### src/rtl/button_scheduler.sv
// button_scheduler
//   Arbitrates four debounced buttons onto one key-event stream. The lowest
//   pressed button (seen from IDLE) takes ownership; its press emits a single
//   key_pulse, holding it for HOLD_CYCLES edges emits long_press, and (with
//   AUTO_REPEAT_EN defined) continued holding emits a key_pulse every
//   REPEAT_CYCLES edges. All outputs are registered.
//
//   Build option: define AUTO_REPEAT_EN to enable auto-repeat pulses in HOLD.
//   The default build (macro undefined) only waits for release in HOLD.
//
//   state    | meaning
//   ---------+-------------------------------------------------------------
//   IDLE     | no owner; waiting for any button
//   PRESS    | owner pressed, counting towards long press
//   HOLD     | long press reached; waiting for release (or auto-repeating)
//   WAIT_REL | waiting for all buttons released before re-arming
//
// Ports
//   clk         in   single clock, rising edge
//   rst_n       in   synchronous active-low reset
//   btn_clean   in   [3:0] debounced, clk-synchronous button levels
//   key_pulse   out  [3:0] one-cycle strobe, one-hot on the owning button
//   long_press  out  one-cycle strobe when the owner reaches HOLD_CYCLES
//   key_id      out  [1:0] owning button index while busy, 0 otherwise
//   busy        out  high in PRESS or HOLD

module button_scheduler #(
  parameter int HOLD_CYCLES   = 25000000,
  parameter int REPEAT_CYCLES = 5000000,
  parameter int CNT_W         = 26
) (
  input  logic       clk,
  input  logic       rst_n,
  input  logic [3:0] btn_clean,
  output logic [3:0] key_pulse,
  output logic       long_press,
  output logic [1:0] key_id,
  output logic       busy
);

  typedef enum logic [1:0] {
    IDLE     = 2'd0,
    PRESS    = 2'd1,
    HOLD     = 2'd2,
    WAIT_REL = 2'd3
  } state_t;

  localparam logic [CNT_W-1:0] HOLD_MAX = CNT_W'(HOLD_CYCLES - 1);

  // Both terminal counts must fit in the counter, otherwise the compare
  // could never match and the counter would wrap.
  localparam bit CNT_W_OK = (longint'(HOLD_CYCLES - 1)   < (longint'(1) << CNT_W)) &&
                            (longint'(REPEAT_CYCLES - 1) < (longint'(1) << CNT_W)) &&
                            (HOLD_CYCLES > 0) && (REPEAT_CYCLES > 0);

  generate
    if (!CNT_W_OK) begin : g_cfg_check
      $error("button_scheduler: CNT_W too small for HOLD_CYCLES/REPEAT_CYCLES");
    end
  endgenerate

`ifdef AUTO_REPEAT_EN
  localparam logic [CNT_W-1:0] REPEAT_MAX = CNT_W'(REPEAT_CYCLES - 1);
`endif

  state_t           state;
  logic [CNT_W-1:0] cnt;
  logic [1:0]       first_id;
  logic             owner_held;

  // Lowest-index pressed button wins arbitration.
  always_comb begin
    first_id = 2'd0;
    if      (btn_clean[0]) first_id = 2'd0;
    else if (btn_clean[1]) first_id = 2'd1;
    else if (btn_clean[2]) first_id = 2'd2;
    else if (btn_clean[3]) first_id = 2'd3;
  end

  assign owner_held = btn_clean[key_id];

  always_ff @(posedge clk) begin
    if (!rst_n) begin
      // Reset lands in WAIT_REL so a button held through reset is not
      // reported until it has been released and pressed again.
      state      <= WAIT_REL;
      cnt        <= '0;
      key_pulse  <= 4'b0000;
      long_press <= 1'b0;
      key_id     <= 2'd0;
      busy       <= 1'b0;
    end else begin
      key_pulse  <= 4'b0000;
      long_press <= 1'b0;
      case (state)
        IDLE: begin
          if (btn_clean != 4'b0000) begin
            key_id    <= first_id;
            key_pulse <= 4'b0001 << first_id;
            cnt       <= '0;
            busy      <= 1'b1;
            state     <= PRESS;
          end
        end
        PRESS: begin
          if (!owner_held) begin
            state  <= WAIT_REL;
            cnt    <= '0;
            busy   <= 1'b0;
            key_id <= 2'd0;
          end else if (cnt == HOLD_MAX) begin
            long_press <= 1'b1;
            cnt        <= '0;
            state      <= HOLD;
          end else begin
            cnt <= cnt + 1'b1;
          end
        end
        HOLD: begin
          if (!owner_held) begin
            state  <= WAIT_REL;
            cnt    <= '0;
            busy   <= 1'b0;
            key_id <= 2'd0;
          end
`ifdef AUTO_REPEAT_EN
          else if (cnt == REPEAT_MAX) begin
            key_pulse <= 4'b0001 << key_id;
            cnt       <= '0;
          end else begin
            cnt <= cnt + 1'b1;
          end
`endif
        end
        WAIT_REL: begin
          if (btn_clean == 4'b0000) state <= IDLE;
        end
        default: begin
          state  <= WAIT_REL;
          cnt    <= '0;
          busy   <= 1'b0;
          key_id <= 2'd0;
        end
      endcase
    end
  end

endmodule

### config.mk
export PLATFORM = sky130hd
export DESIGN_NAME = button_scheduler
export DESIGN_NICKNAME = d
export VERILOG_FILES = /design/src/rtl/button_scheduler.sv
export SDC_FILE = /design/constraint.sdc
export NUM_CORES = 1
export LEC_CHECK = 0
export ABC_CLOCK_PERIOD_IN_PS = 2500
export CAP_MARGIN = 20
export CORE_ASPECT_RATIO = 0.5
export CORE_MARGIN = 2
export CORE_UTILIZATION = 52
export CTS_BUF_LIST = sky130_fd_sc_hd__clkbuf_8 sky130_fd_sc_hd__clkbuf_16
export DETAILED_ROUTE_END_ITERATION = 12
export PLACE_DENSITY = 0.75
export SYNTH_ARGS = -nofsm -noshare
export SYNTH_HDL_FRONTEND = slang
export SYNTH_SLANG_ARGS = --single-unit
### constraint.sdc
create_clock -name clk -period 2.5 [get_ports clk]
set_input_delay 0.5 -clock clk [delete_from_list [all_inputs] [get_ports clk]]
set_output_delay 0.5 -clock clk [all_outputs]
set_load 0.05 [all_outputs]
### Word level (Yosys, flattened, before mapping)

Index checks and enable logic that the tools add are counted.

* logic and storage cells: 53
* output and inout port bits: 8
* register bits: 36
* bits of input ports: 6

* shift operators: 1
* eq/ne operators: 9
* reductions and logical operators: 11
* order comparisons: 1
* $add $sub $neg: 1
* multiplexer cells: 24

Operators with widths (count)
* $mux W26: 4
* $pmux W26 S3: 1
* $add A26 B1 Y26 const B: 1
* $eq A26 B25 Y1 const B: 1
* $mux W2: 11
* $reduce_and A3 Y1: 4
* $ne A2 B2 Y1 const B: 4
* $pmux W2 S4: 1
* $eq A2 B2 Y1 const B: 2
* $logic_not A4 Y1: 1
* $mux W1: 4
* $pmux W2 S2: 1
* $reduce_and A4 Y1: 1
* $reduce_bool A4 Y1: 1
* $shl A1 B2 Y4 const A: 1
* $lt A2 B3 Y1 const B: 1
* $ne A3 B3 Y1 const B: 1
* $reduce_bool A3 Y1: 1
* $bmux W1 S2: 1
* $eq A2 B1 Y1 const B: 1
* $logic_not A2 Y1: 1
* $pmux W1 S2: 1
* $reduce_bool A2 Y1: 1
* $reduce_or A2 Y1: 1

### Longest topological paths before layout

* depth in word-level cells: 6
* mapped depth: 8
* mapped depth without buffers: 7

### Worst setup path before layout

OpenSTA, ideal clock, no wires.

* path kind: register to register
* start point: register key_id[1]
* end point: register cnt[19]
* data arrival time: 2329 ps
* clock period less this slack: 2399 ps
* buffers on the path: 1
* stages on the path, launching flop included: 7
* setup time: 70 ps
* setup slack: 101 ps
* data required time: 2430 ps
* cell sequence: dfxtp_1 mux2_2 a2bb2oi_1 nand4_1 clkbuf_1 or4_1 a21oi_1

* longest elaborated chain between the ends: 4
* elaborated cells on any way between the ends: 6
* classes of those cells: eq/ne (1); mux (4); reduce/logical (1)

Ends and longest elaborated chain
* start: declaration: line 37 `output logic [1:0] key_id,`
* start signal: assignment: line 98 `key_id <= first_id;`
* $bmux W1 S2 *: line 80 `assign owner_held = btn_clean[key_id];`
* $mux W1 (not written as such) *: line 80
* $mux W26 or $ne A2 B2 Y1 (tied branches)
* $pmux W26 S3 or $reduce_and A3 Y1 (tied branches)
* end signal: assignment: line 116 `cnt <= cnt + 1'b1;`
* end: declaration: line 67 `logic [CNT_W-1:0] cnt;`

Every way passes the cells marked *; elsewhere a longest branch is shown, timed or not. The select of a mux whose other input is x is not followed.
A chain may end at the register's enable or synchronous reset.

### Worst setup path after layout

* start point: register cnt[23]
* end point: register state[0]

* longest elaborated chain between the ends: 3

Ends and longest elaborated chain
* $eq A26 B25 Y1: line 111 `end else if (cnt == HOLD_MAX) begin`
* $ne A3 B3 Y1 (no source line)
* $reduce_and A4 Y1 (no source line)
* end signal: assignment: line 107 `state <= WAIT_REL;`
* end signal: assignment: line 114 `state <= HOLD;`
* end signal: assignment: line 121 `state <= WAIT_REL;`
* end: declaration: line 66 `state_t state;`

No other way between the ends.

==> results.toml <==
[status]
run_status = "completed"

[logic_synthesis]
synthesis.instances = 212
synth.cell_area_um2 = 1860
prevailing_post_synth_register_cell = "dfxtp_1"
avgSynthCellArea_um2 = 8.77
synth_warnings = 0
synth_nets = 225
synth.distinct_cells = 42
leading_cell_type_by_number_of_instances_after_synthesis = "dfxtp_1"
async_flop_share_pct = 0
synth.largest_area_cell = "dfxtp_1"
synthTopCellsByCount = "dfxtp_1 (36), nor2_1 (20), nand4_1 (13), nand2_1 (12), nand3_1 (12)"
sequential_element_share_of_the_synthesized_area_pct = 38.8
yosys.area.top_type_share_pct = 38.8
ys_ff_latch = 36
yosys-top-cells-area = "dfxtp_1 (39%), xor2_1 (5.2%), ha_1 (4.7%)"
synth_enable_flop_cells = 0

[route]
dr_total_vias = 1670
postRouteAntennaNets = 0
drc_markers = 0
met2WireLength_um = 1790
avgViaCountPerCell = 5.76
route.met3.wl_um = 231
route.top_layer_used = "met4"
routedLengthMet1_um = 1890
initialDrtViolationCount = 66
wire_length_per_cell_um = 13.7
detail_route.first_pass.iterations = 4
wl_um = 3980

[clock_tree]
cts_buffers = 5
h-tree-depth = 2
cts_num_sinks = 36
insertion_delay_ns = 0.29
cts_tree = "yes"
worst_setup_hold_path_clk_slew_ns = 0.07
cts_setup_buffers = 0
cts_max_path_buffers = 2
clockRootBuffer = "clkbuf_8"

[setup_path]
cp.required_ns = 2.72
path_cells = "or4b_1, or4_4, o31a_1, or3_1, a31oi_1"
cp_slowest_cell = "or4_4"
arrival_ns = 2.55
worstSetupPathType = "flop to flop"
rrSetupSlack_ns = 0.17
critical-path-top-delay-family = "simple AND/OR/NAND/NOR gates"
critPathMaxFanout = 5
max_stage_delay_ns = 0.57
rr_startpoint = "cnt[23]$_SDFFE_PN0P_"
worstSetupEndpointType = "flop"
critical_path.startpoint_type = "flop"
regToRegEndpoint = "state[0]$_SDFFE_PN1P_"
ff2ff_path_depth = 5
critical_path.n_buffers_inverters = 0

[power_and_ir_drop]
net-switching-power_uw = 585
clk_pwr_share_pct = 24.5
power.share.sequential_pct = 40.9
p_sw_share_pct = 36.9
post-layout-total-power_uw = 1590
p_leak_uw = 0.000792
cellInternalPower_uw = 1000
worst_ir_drop_vdd_mv = 0.624
total_power_density_per_cell_area_nw_per_um2 = 717
power.share.combinational_pct = 34.5

[placement]
gpl.final_weighted_congestion = 0.856
placement.io_buffers = 13
dpl.hpwl_um = 2880
placed_cells = 283

[sta]
slew_headroom_pct = 66.5
post-route-period-util_pct = 93.2
fin_crit_ns = 2.33
report.final.slew_viol_count = 0
fin_tns_setup_ns = 0
final_hold_violation_count = 0
rsz0062_at_grt = "false"
finalClockSkew_ns = 0.00482
timing.fmax_mhz = 429
worstMarginPinSlew_ns = 0.500
finalSetupViolCount = 0

[global_route]
grt_overflow = 0
pin_count_of_the_biggest_net_entering_global_routing = 25
track_usage_pct = 21.6
grt_pass1_vias = 1494
grt_pass1_wl_um = 6660
antenna_found_initial = 0

[floorplan]
placeable_area_um2 = 3430
boundaryPins = 14
starting_density_of_the_core_pct = 54.1
floorplan.die_area_um2 = 4100
die_w_um = 88.6
die-height_um = 46.3
std_cell_rows = 15

[worst_hold_path]
hold_path.class = "flop to flop"
hold_depth = 2
timing.hold.worst.start = "busy$_SDFFE_PN0P_"
hold_end = "busy$_SDFFE_PN0P_"

[cells_and_area]
final_util_pct = 64.4
final_net_count = 252
antenna-diode-count = 0
area.growth.synth_to_final_pct = 18.9
drive_above_1_share_pct = 10.5
final_cells = 290

[job]
cap_violations = 0
-- worst max-delay path by stage --
stage | startpoint | endpoint | slack [ns] | cells after the start
final | cnt[23]$_SDFFE_PN0P_ | state[0]$_SDFFE_PN1P_ | 0.17 | 5
after global routing | cnt[23]$_SDFFE_PN0P_ | state[1]$_SDFFE_PN1P_ | 0.03 | 6
after CTS | cnt[23]$_SDFFE_PN0P_ | state[0]$_SDFFE_PN1P_ | 0.15 | 5
after detailed placement | btn_clean[2] | cnt[25]$_SDFFE_PN0P_ | -0.02 | 7
after global placement | btn_clean[2] | cnt[25]$_SDFFE_PN0P_ | 0.04 | 7
after floorplan | key_id[1]$_SDFFE_PN0P_ | cnt[19]$_SDFFE_PN0P_ | 0.10 | 6
-- cells by family after synthesis --
family,share of synthesized area (%)
AO/OA/AOI/OAI,11.4
XOR/XNOR,8.01
adder cells (fa/ha/maj),4.71
buffers and inverters,3.03
flip-flops,38.8
multiplexers,2.89
AND/OR/NAND/NOR,31.2
-- worst reg2reg max path, cell delays in order (launching register included) --
cell and delay, ns:
dfxtp_1 0.35, or4b_1 0.52, or4_4 0.57, o31a_1 0.29, or3_1 0.37, a31oi_1 0.15
-- placed cells by master (no fill, tap or decap), types with 5 or more instances in the layout --
| cell type | instances |
|---|---|
| or4_1 | 6 |
| and3_1 | 6 |
| xnor2_1 | 6 |
| a21oi_1 | 11 |
| nand2_1 | 12 |
| and2_1 | 5 |
| clkdlybuf4s50_1 | 13 |
| xor2_1 | 11 |
| o21ai_0 | 6 |
| inv_1 | 5 |
| nand3_1 | 12 |
| dfxtp_1 | 36 |
| clkbuf_8 | 5 |
| nand4_1 | 13 |
| buf_4 | 13 |
| o31ai_1 | 5 |
| nor2b_1 | 5 |
| nor2_1 | 20 |
| ha_1 | 7 |
| nor3_1 | 7 |
-- sequential cells by signal, summed over array words and instances, names as in the netlist --
register and count:
busy 1, cnt 26, key_id 2, key_pulse 4
long_press 1, state 2
-- power by group through the flow --
stage                     clock, uW  sequential [uW]  combinational [uW]
after global routing            414              654                 606
after global placement            0              659                 527
after detailed placement          0              660                 536
after CTS                       396              648                 541
after floorplan                   0              694                 337
final                           389              649                 547
-- per-layer routing --
layer  vias to the layer above  GRT usage, %
met3                         9          7.35
li1                        840             -
met4                         0          9.09
met2                        47          35.0
met5                         -             0
met1                       774          26.9
-- cell type report --
cell class	instances	area, um2
repair buffers	27	248
clock buffers	5	68.8
flip-flops and latches	36	721
well taps	51	63.8
fillers	288	1220
multi-input cells	165	1090
clock inverters	2	8.76
inverters	4	15.0
-- metrics by stage --
stage	instance area [um2]	hold WS [ns]	setup WS [ns]
2_1_floorplan	1860	0.447	0.101
3_3_place_gp	2130	0.470	0.0359
3_5_place_dp	2130	0.478	-0.0208
4_1_cts	2210	0.490	0.146
5_1_grt	2210	0.515	0.0256
6_report	2210	0.494	0.169
-- what timing repair did --
action / CTS / global route
resized for setup: 0 / 1
setup endpoints to repair: 0 / 1
hold buffers: 0 / 0
Power figures use the tool's default switching activity.
